<file path="src/rtl/sd_spi_byte_xfer_if.sv">
`default_nettype none
// ============================================================================
//  Module      : sd_spi_byte_xfer_if
//  Description : Bundles the byte-transfer handshake from the SD controller
//                and the SD card SPI pins into one interface.
//                  start, tx_byte, fast_mode : transfer request and byte to send
//                  cs_assert                 : chip-select request (1 = selected)
//                  spi_miso                  : card data out
//                  spi_mosi, spi_sclk        : card data in, SPI clock
//                  spi_cs                    : active-low chip select
//                  rx_byte, done, busy       : received byte and status
//                The master modport is the controller side. It also drives
//                spi_miso, because that pin comes from the card and not from
//                the transceiver.
//  Revision    : 1.0 - initial release
// ============================================================================
interface sd_spi_byte_xfer_if;
   logic       start;
   logic [7:0] tx_byte;
   logic       fast_mode;
   logic       cs_assert;
   logic       spi_miso;
   logic       spi_mosi;
   logic       spi_sclk;
   logic       spi_cs;
   logic [7:0] rx_byte;
   logic       done;
   logic       busy;

   modport master (
      output start, tx_byte, fast_mode, cs_assert, spi_miso,
      input  spi_mosi, spi_sclk, spi_cs, rx_byte, done, busy
   );

   modport slave (
      input  start, tx_byte, fast_mode, cs_assert, spi_miso,
      output spi_mosi, spi_sclk, spi_cs, rx_byte, done, busy
   );
endinterface
`default_nettype wire

</file>
<file path="src/rtl/sd_spi_byte_xfer.sv">
`default_nettype none
// ============================================================================
//  Module      : sd_spi_byte_xfer
//  Description : SPI mode-0 byte transceiver for an SD card. It shifts one
//                byte out on MOSI, MSB first. MISO is captured on each rising
//                edge of SCLK. The received byte is returned together with a
//                one-cycle done pulse. The SCLK half-period is CLK_DIV_SLOW or
//                CLK_DIV_FAST clk cycles, selected per byte by fast_mode.
//                SPI_CS is the registered inverse of cs_assert and does not
//                depend on the transfer state.
//  Ports       : clk - system clock, rising edge
//                rst - synchronous active-high reset
//                bus - sd_spi_byte_xfer_if.slave (request, pins, status)
//  Revision    : 1.0 - initial release
// ============================================================================
module sd_spi_byte_xfer #(
   parameter int CLK_DIV_SLOW = 125,
   parameter int CLK_DIV_FAST = 2
) (
   input  wire logic             clk,
   input  wire logic             rst,
   sd_spi_byte_xfer_if.slave     bus
);

   localparam logic [7:0] DIV_SLOW = 8'(CLK_DIV_SLOW);
   localparam logic [7:0] DIV_FAST = 8'(CLK_DIV_FAST);

   typedef enum logic [1:0] {
      IDLE = 2'd0,
      LOW  = 2'd1,
      HIGH = 2'd2
   } state_t;

   state_t     state;
   logic [7:0] hc;        // half-period counter
   logic [7:0] div;       // divider latched at start
   logic [2:0] bit_cnt;
   logic [6:0] tx_sr;     // remaining TX bits; bit 6 is the next MOSI bit
   logic [7:0] rx_sr;
   logic       sclk;
   logic       mosi;
   logic       cs_n;
   logic [7:0] rx_byte;
   logic       done;
   logic       busy;

   wire logic  half_end = (hc == (div - 8'd1));

   always_ff @(posedge clk) begin
      if (rst) begin
         state   <= IDLE;
         hc      <= 8'd0;
         div     <= 8'd0;
         bit_cnt <= 3'd0;
         tx_sr   <= 7'd0;
         rx_sr   <= 8'd0;
         sclk    <= 1'b0;
         mosi    <= 1'b1;
         cs_n    <= 1'b1;
         rx_byte <= 8'd0;
         done    <= 1'b0;
         busy    <= 1'b0;
      end else begin
         cs_n <= ~bus.cs_assert;
         done <= 1'b0;
         case (state)
            IDLE: begin
               sclk <= 1'b0;
               mosi <= 1'b1;
               if (bus.start) begin
                  // MSB goes straight onto MOSI. The shift register holds
                  // only the seven bits still to be sent.
                  tx_sr   <= bus.tx_byte[6:0];
                  mosi    <= bus.tx_byte[7];
                  div     <= bus.fast_mode ? DIV_FAST : DIV_SLOW;
                  bit_cnt <= 3'd0;
                  hc      <= 8'd0;
                  busy    <= 1'b1;
                  state   <= LOW;
               end
            end

            LOW: begin
               if (half_end) begin
                  // MISO is sampled on the same edge that raises SCLK.
                  sclk  <= 1'b1;
                  hc    <= 8'd0;
                  rx_sr <= {rx_sr[6:0], bus.spi_miso};
                  state <= HIGH;
               end else begin
                  hc <= hc + 8'd1;
               end
            end

            HIGH: begin
               if (half_end) begin
                  sclk    <= 1'b0;
                  hc      <= 8'd0;
                  bit_cnt <= bit_cnt + 3'd1;
                  if (bit_cnt != 3'd7) begin
                     mosi  <= tx_sr[6];
                     tx_sr <= {tx_sr[5:0], 1'b1};
                     state <= LOW;
                  end else begin
                     rx_byte <= rx_sr;
                     done    <= 1'b1;
                     busy    <= 1'b0;
                     mosi    <= 1'b1;
                     state   <= IDLE;
                  end
               end else begin
                  hc <= hc + 8'd1;
               end
            end

            default: state <= IDLE;
         endcase
      end
   end

   assign bus.spi_sclk = sclk;
   assign bus.spi_mosi = mosi;
   assign bus.spi_cs   = cs_n;
   assign bus.rx_byte  = rx_byte;
   assign bus.done     = done;
   assign bus.busy     = busy;

endmodule
`default_nettype wire

</file>
<file path="src/flat_wrapper.sv">
// flat-port wrapper written by rule: the top's interface ports become plain ports
module sd_spi_byte_xfer_flat 
#(
   parameter int CLK_DIV_SLOW = 125,
   parameter int CLK_DIV_FAST = 2
)
  (clk, rst, bus_start, bus_tx_byte, bus_fast_mode, bus_cs_assert, bus_spi_miso, bus_spi_mosi, bus_spi_sclk, bus_spi_cs, bus_rx_byte, bus_done, bus_busy);
  sd_spi_byte_xfer_if bus_i ();
  input  wire logic clk;
  input  wire logic rst;
  input wire logic [$bits(bus_i.start)-1:0] bus_start;
  input wire logic [$bits(bus_i.tx_byte)-1:0] bus_tx_byte;
  input wire logic [$bits(bus_i.fast_mode)-1:0] bus_fast_mode;
  input wire logic [$bits(bus_i.cs_assert)-1:0] bus_cs_assert;
  input wire logic [$bits(bus_i.spi_miso)-1:0] bus_spi_miso;
  output wire logic [$bits(bus_i.spi_mosi)-1:0] bus_spi_mosi;
  output wire logic [$bits(bus_i.spi_sclk)-1:0] bus_spi_sclk;
  output wire logic [$bits(bus_i.spi_cs)-1:0] bus_spi_cs;
  output wire logic [$bits(bus_i.rx_byte)-1:0] bus_rx_byte;
  output wire logic [$bits(bus_i.done)-1:0] bus_done;
  output wire logic [$bits(bus_i.busy)-1:0] bus_busy;
  assign bus_i.start = bus_start;
  assign bus_i.tx_byte = bus_tx_byte;
  assign bus_i.fast_mode = bus_fast_mode;
  assign bus_i.cs_assert = bus_cs_assert;
  assign bus_i.spi_miso = bus_spi_miso;
  assign bus_spi_mosi = bus_i.spi_mosi;
  assign bus_spi_sclk = bus_i.spi_sclk;
  assign bus_spi_cs = bus_i.spi_cs;
  assign bus_rx_byte = bus_i.rx_byte;
  assign bus_done = bus_i.done;
  assign bus_busy = bus_i.busy;
  sd_spi_byte_xfer #(.CLK_DIV_SLOW(CLK_DIV_SLOW), .CLK_DIV_FAST(CLK_DIV_FAST)) u_core (.clk(clk), .rst(rst), .bus(bus_i));
endmodule
</file>
<file path="config.mk">
export PLATFORM = sky130hd
export DESIGN_NAME = sd_spi_byte_xfer_flat
export DESIGN_NICKNAME = d
export VERILOG_FILES = /design/src/rtl/sd_spi_byte_xfer_if.sv /design/src/rtl/sd_spi_byte_xfer.sv /design/src/flat_wrapper.sv
export SDC_FILE = /design/constraint.sdc
export NUM_CORES = 1
export LEC_CHECK = 0
export BUFFER_PORTS_ARGS = -buffer_cell sky130_fd_sc_hd__buf_2
export CORE_MARGIN = 1
export CORE_UTILIZATION = 30
export CTS_BUF_LIST = sky130_fd_sc_hd__clkbuf_4
export CTS_CLUSTER_DIAMETER = 30
export CTS_CLUSTER_SIZE = 40
export DETAILED_ROUTE_END_ITERATION = 7
export PLACE_DENSITY = 0.43
export REMOVE_ABC_BUFFERS = 1
export SLEW_MARGIN = 10
export SYNTH_ARGS = -nofsm -noshare
export SYNTH_HDL_FRONTEND = slang
export SYNTH_SLANG_ARGS = --single-unit
</file>
<file path="constraint.sdc">
create_clock -name clk -period 3.64 [get_ports clk]
set_input_delay 0.364 -clock clk [delete_from_list [all_inputs] [get_ports clk]]
set_output_delay 0.364 -clock clk [all_outputs]
set_load 0.01 [all_outputs]
</file>
-- Word-level counts from Yosys, hierarchy flattened
Index checks and enable logic that the tools add are counted.
- register bits after elaboration: 49
- word-level logic and storage cells: 72
- $add $sub $neg: 3
- eq/ne operators: 9
- mux-type cells: 28
- bitwise logic cells: 4
- reduce and logical (&&, ||, !) cells: 16
- operators by type and width (operator ; number):
    $mux W7 ; 4
    $mux W8 ; 2
    $pmux W8 S2 ; 1
    $pmux W7 S2 ; 1
    $reduce_and A3 Y1 ; 4
    $mux W1 ; 10
    $add A8 B1 Y8 const B ; 1
    $eq A8 B8 Y1 ; 1
    $reduce_and A2 Y1 ; 4
    $reduce_and A4 Y1 ; 2
    $sub A8 B1 Y8 const B ; 1
    $mux W2 ; 3
    $mux W3 ; 2
    $ne A2 B1 Y1 const B ; 3
    $pmux W2 S3 ; 1
    $pmux W3 S2 ; 1
    $ne A2 B2 Y1 const B ; 2
    $not A1 Y1 ; 4
    $pmux W1 S2 ; 2
    $reduce_bool A2 Y1 ; 2
    $add A3 B1 Y3 const B ; 1
    $ne A3 B3 Y1 const B ; 1
    $pmux W1 S3 ; 1
    $reduce_bool A3 Y1 ; 1
    other kinds (5) ; 5

-- Logic depth before layout (Yosys ltp)
- depth after elaboration: 4
- mapped depth: 8
- mapped depth without buffers: 7

-- Worst setup path after synthesis
No wires, ideal clock.
- path kind: reg2reg
- start: register u_core.div[5]
- end: register u_core.tx_sr[1]
- library setup time: 119 ps
- arrival: 1920 ps
- required time: 3521 ps
- slack: 1601 ps
- stages on the path, launching flop included: 8
- cells stage by stage: dfxtp_1 inv_1 ha_1 xor2_2 nand3_2 or4_4 buf_6 o221a_1
- cells in the longest elaborated chain, start to end: 4
- ends and longest elaborated chain (what ; line ; RTL):
    start, declared ; sd_spi_byte_xfer.sv:36 ; logic [7:0] div;
    start signal, assigned ; sd_spi_byte_xfer.sv:75 ; div <= bus.fast_mode ? DIV_FAST : DIV_SLOW;
    $sub A8 B1 Y8 ; sd_spi_byte_xfer.sv:47 ; wire logic half_end = (hc == (div - 8'd1));
    $eq A8 B8 Y1 ; sd_spi_byte_xfer.sv:47 ;
    $ne A2 B1 Y1 (no line) ; - ;
    $reduce_and A4 Y1 (no line) ; - ;
    end signal, assigned ; sd_spi_byte_xfer.sv:73 ; tx_sr <= bus.tx_byte[6:0];
    end signal, assigned ; sd_spi_byte_xfer.sv:102 ; tx_sr <= {tx_sr[5:0], 1'b1};
    end, declared ; sd_spi_byte_xfer.sv:38 ; logic [6:0] tx_sr;
Every way passes these cells.
A chain may end at the register's enable or synchronous reset.

-- Worst setup path after layout
- start: register u_core.div[5]
- end: register u_core.hc[2]
- cells in the longest elaborated chain, start to end: 4
- ends and longest elaborated chain (what ; line ; RTL):
    $sub A8 B1 Y8 ; sd_spi_byte_xfer.sv:47 ;
    $eq A8 B8 Y1 ; sd_spi_byte_xfer.sv:47 ;
    $mux W8 ; sd_spi_byte_xfer.sv:84, sd_spi_byte_xfer.sv:96 ;
    $pmux W8 S2 ; sd_spi_byte_xfer.sv:66 ; case (state)
    end signal, assigned ; sd_spi_byte_xfer.sv:91 ; hc <= hc + 8'd1;
    end signal, assigned ; sd_spi_byte_xfer.sv:112 ; hc <= hc + 8'd1;
    end, declared ; sd_spi_byte_xfer.sv:35 ; logic [7:0] hc;
Every way passes these cells.

==> flow_metrics.py <==
metrics = {
    "die": {
        "dieHeight_um": 84.3,
        "start_util_pct": 31.6,
        "core-area_sq_um": 6420,
        "die-area_sq_um": 7100,
        "fp-row-count": 29,
        "ios": 27,
        "die_x_um": 84.3,
    },
    "route": {
        "drc_errors": 6,
        "num_vias": 1679,
        "drt_pre_antenna_iters": 8,
        "drtIter0Drc": 88,
        "via_per_inst": 5.10,
        "wirelength_um": 4590,
        "post_drt_wl_per_cell_um": 13.9,
        "ant_nets": 0,
    },
    "clock_network": {
        "cts.sinks": 43,
        "htree_num_levels": 2,
        "postCtsSetupRepairBufs": 0,
        "cts_tree": "done",
        "cts_resized": 0,
        "clock_path_buffers": 2,
        "insertion_delay_ns": 0.36,
        "path_clk_slew_ns": 0.14,
        "cts_hold_buf": 0,
        "cts_made_buffers": 5,
        "cts-root-buf": "clkbuf_4",
    },
    "power_and_ir_drop": {
        "p_total_mw": 0.918,
        "powerDensity_nw_per_um2": 398,
        "ir_worst_vdd_v": 0.000149,
        "p_leak_nw": 0.895,
    },
    "layout": {
        "layoutNonFillerInstCount": 329,
        "mostFrequentLayoutCells": "dfxtp_1, nor2_1, buf_2",
        "antennaDiodeCount": 0,
        "drive_gt1_share_pct": 17.5,
        "syn2layout_area_growth_pct": 13.5,
        "final_common_cell": "dfxtp_1",
        "finalNetCount": 275,
    },
    "worst_setup_path": {
        "rr_startpoint": "u_core.div[5]",
        "arrival_ns": 2.51,
        "critPathKind": "reg2reg",
        "critical_path.startpoint_type": "register",
        "crit_fanout": 8,
        "rrSetupSlack_ns": 1.36,
        "worstSetupEndpointType": "register",
        "critPathLaunch": "u_core.div[5]",
        "required_ns": 3.87,
    },
    "timing": {
        "worst_slew_pin_slew_ns": 0.713,
        "max_freq_mhz": 439,
        "fin_ws_ns": 1.36,
        "skew_ns": 0.0112,
        "holdWs_ns": 0.145,
        "drv_slew": 0,
        "hold_viol_final": 0,
        "final-setup-viol-count": 0,
        "rsz0062_at_grt": "false",
        "relSlewSlack_pct": 52.2,
        "fin_tns_setup_ns": 0,
        "min_period_ns": 2.28,
        "finalCritPeriodShare_pct": 62.6,
    },
    "global_routing": {
        "grt_pass1_vias": 1581,
        "grt_max_degree": 35,
        "antenna_found_initial": 0,
        "grt_remaining_overflow": 0,
        "gr-usage-all-layers_pct": 14.0,
        "grt_pass1_wl_um": 7870,
    },
    "place": {
        "gp_congestion": 0.717,
        "placed_cells": 321,
        "dpl.hpwl_um": 3130,
        "dp_slack_ns": 1.39,
        "io_buffer_count": 26,
    },
    "run_status": {
        "status": "finished, violations left",
        "violations": "DRC",
    },
    "logic_synthesis": {
        "ys_ff_latch": 43,
        "syn_area_sq_um": 2030,
        "async_flop_share_pct": 0,
        "yosysSeqAreaShare_pct": 42.4,
        "syn-mean-instance-area_sq_um": 8.98,
        "synth_top_flop_cell": "dfxtp_1",
        "synth_edf_count": 0,
        "ys_types": 40,
        "synthCells": 226,
        "synth-warning-count": 0,
    },
    "worst_hold_path": {
        "hold_path.class": "in2reg",
        "min-delay-start": "bus_cs_assert",
    },
    "run": {
        "cap_viol_max_count": 0,
    },
}
==> state kept, by name, summed over array words and instances (netlist names) <==
name,cells
u_core.bus.rx_byte,8
u_core.hc,8
u_core.rx_sr,8
u_core.tx_sr,7
u_core.bit_cnt,3
u_core.div,2
u_core.state,2
u_core.bus.busy,1
u_core.bus.done,1
u_core.bus.spi_cs,1
u_core.bus.spi_mosi,1
u_core.bus.spi_sclk,1
==> area by class of cell <==
| type | instances | area (sq um) |
|---|---|---|
| fillers | 683 | 4120 |
| multi-input cells | 167 | 1100 |
| flip-flops and latches | 43 | 861 |
| repair buffers | 27 | 138 |
| well taps | 77 | 96.3 |
| clock inverters | 3 | 43.8 |
| clock buffers | 5 | 37.5 |
| inverters | 7 | 26.3 |
==> where the power goes <==
part           internal (mW)  switching, mW
logic                 0.0399         0.0632
clock network          0.145          0.171
registers              0.486         0.0124
total                  0.671          0.247
==> synthesized netlist by cell type (2+ instances only) <==
cell,instances,area [sq um]
nand2_1,18,67.6
nand4_1,5,31.3
o21ai_0,7,35.0
ha_1,10,125
nand3_1,15,75.1
inv_1,7,26.3
mux2i_1,8,80.1
nor2b_1,2,12.5
a31oi_1,4,25.0
xnor2_1,4,35.0
nor2_1,35,131
a21oi_1,17,85.1
nor4_1,2,12.5
nor4b_1,2,17.5
nand2b_1,3,18.8
o221a_1,6,67.6
dfxtp_1,43,861
xor2_1,7,61.3
o221ai_1,2,17.5
nor3_1,2,10.0
clkbuf_1,8,30.0
==> worst max-delay path: stages (launching register included) <==
cell     delay, ns
dfxtp_1       0.39
inv_1         0.09
ha_1          0.24
and4b_1       0.33
o211a_1       0.20
nand2_1       0.18
a31oi_1       0.62
nor2_1        0.11
==> routing by layer <==
layer  global-route usage, %  up-vias  share of wire, %
li1                        -      853                 -
met1                    19.1      782                52
met2                    21.1       36                42
met3                    3.54        8               4.5
met4                    5.64        0               1.6
met5                       0        -                 0
==> stage by stage <==
step                      utilization (%)  area, sq um
after global placement               34.6         2220
after floorplan                         -         1990
after detailed placement             34.6         2220
after global routing                 35.9         2300
final                                35.9         2300
after CTS                            35.9         2300
==> path summary, 6_finish.rpt <==
check                                         end  depth (start not counted)
worst min-delay path            u_core.bus.spi_cs                          2
worst max register to register       u_core.hc[2]                          7
worst max-delay path                 u_core.hc[2]                          7
worst min register to register    u_core.rx_sr[7]                          2
==> logic make-up (layout without fill, tap and decap cells) <==
group / Yosys count / after routing / synth area share, %
AO/OA/AOI/OAI: 42 / 42 / 14.1
AND/OR/NAND/NOR: 95 / 95 / 24.5
multiplexers: 8 / 8 / 3.95
XOR/XNOR: 12 / 12 / 5.55
buffers and inverters: 16 / 42 / 3.33
adder cells (fa/ha/maj): 10 / 10 / 6.17
flip-flops: 43 / 43 / 42.4
(Power assumes the default switching activity.)
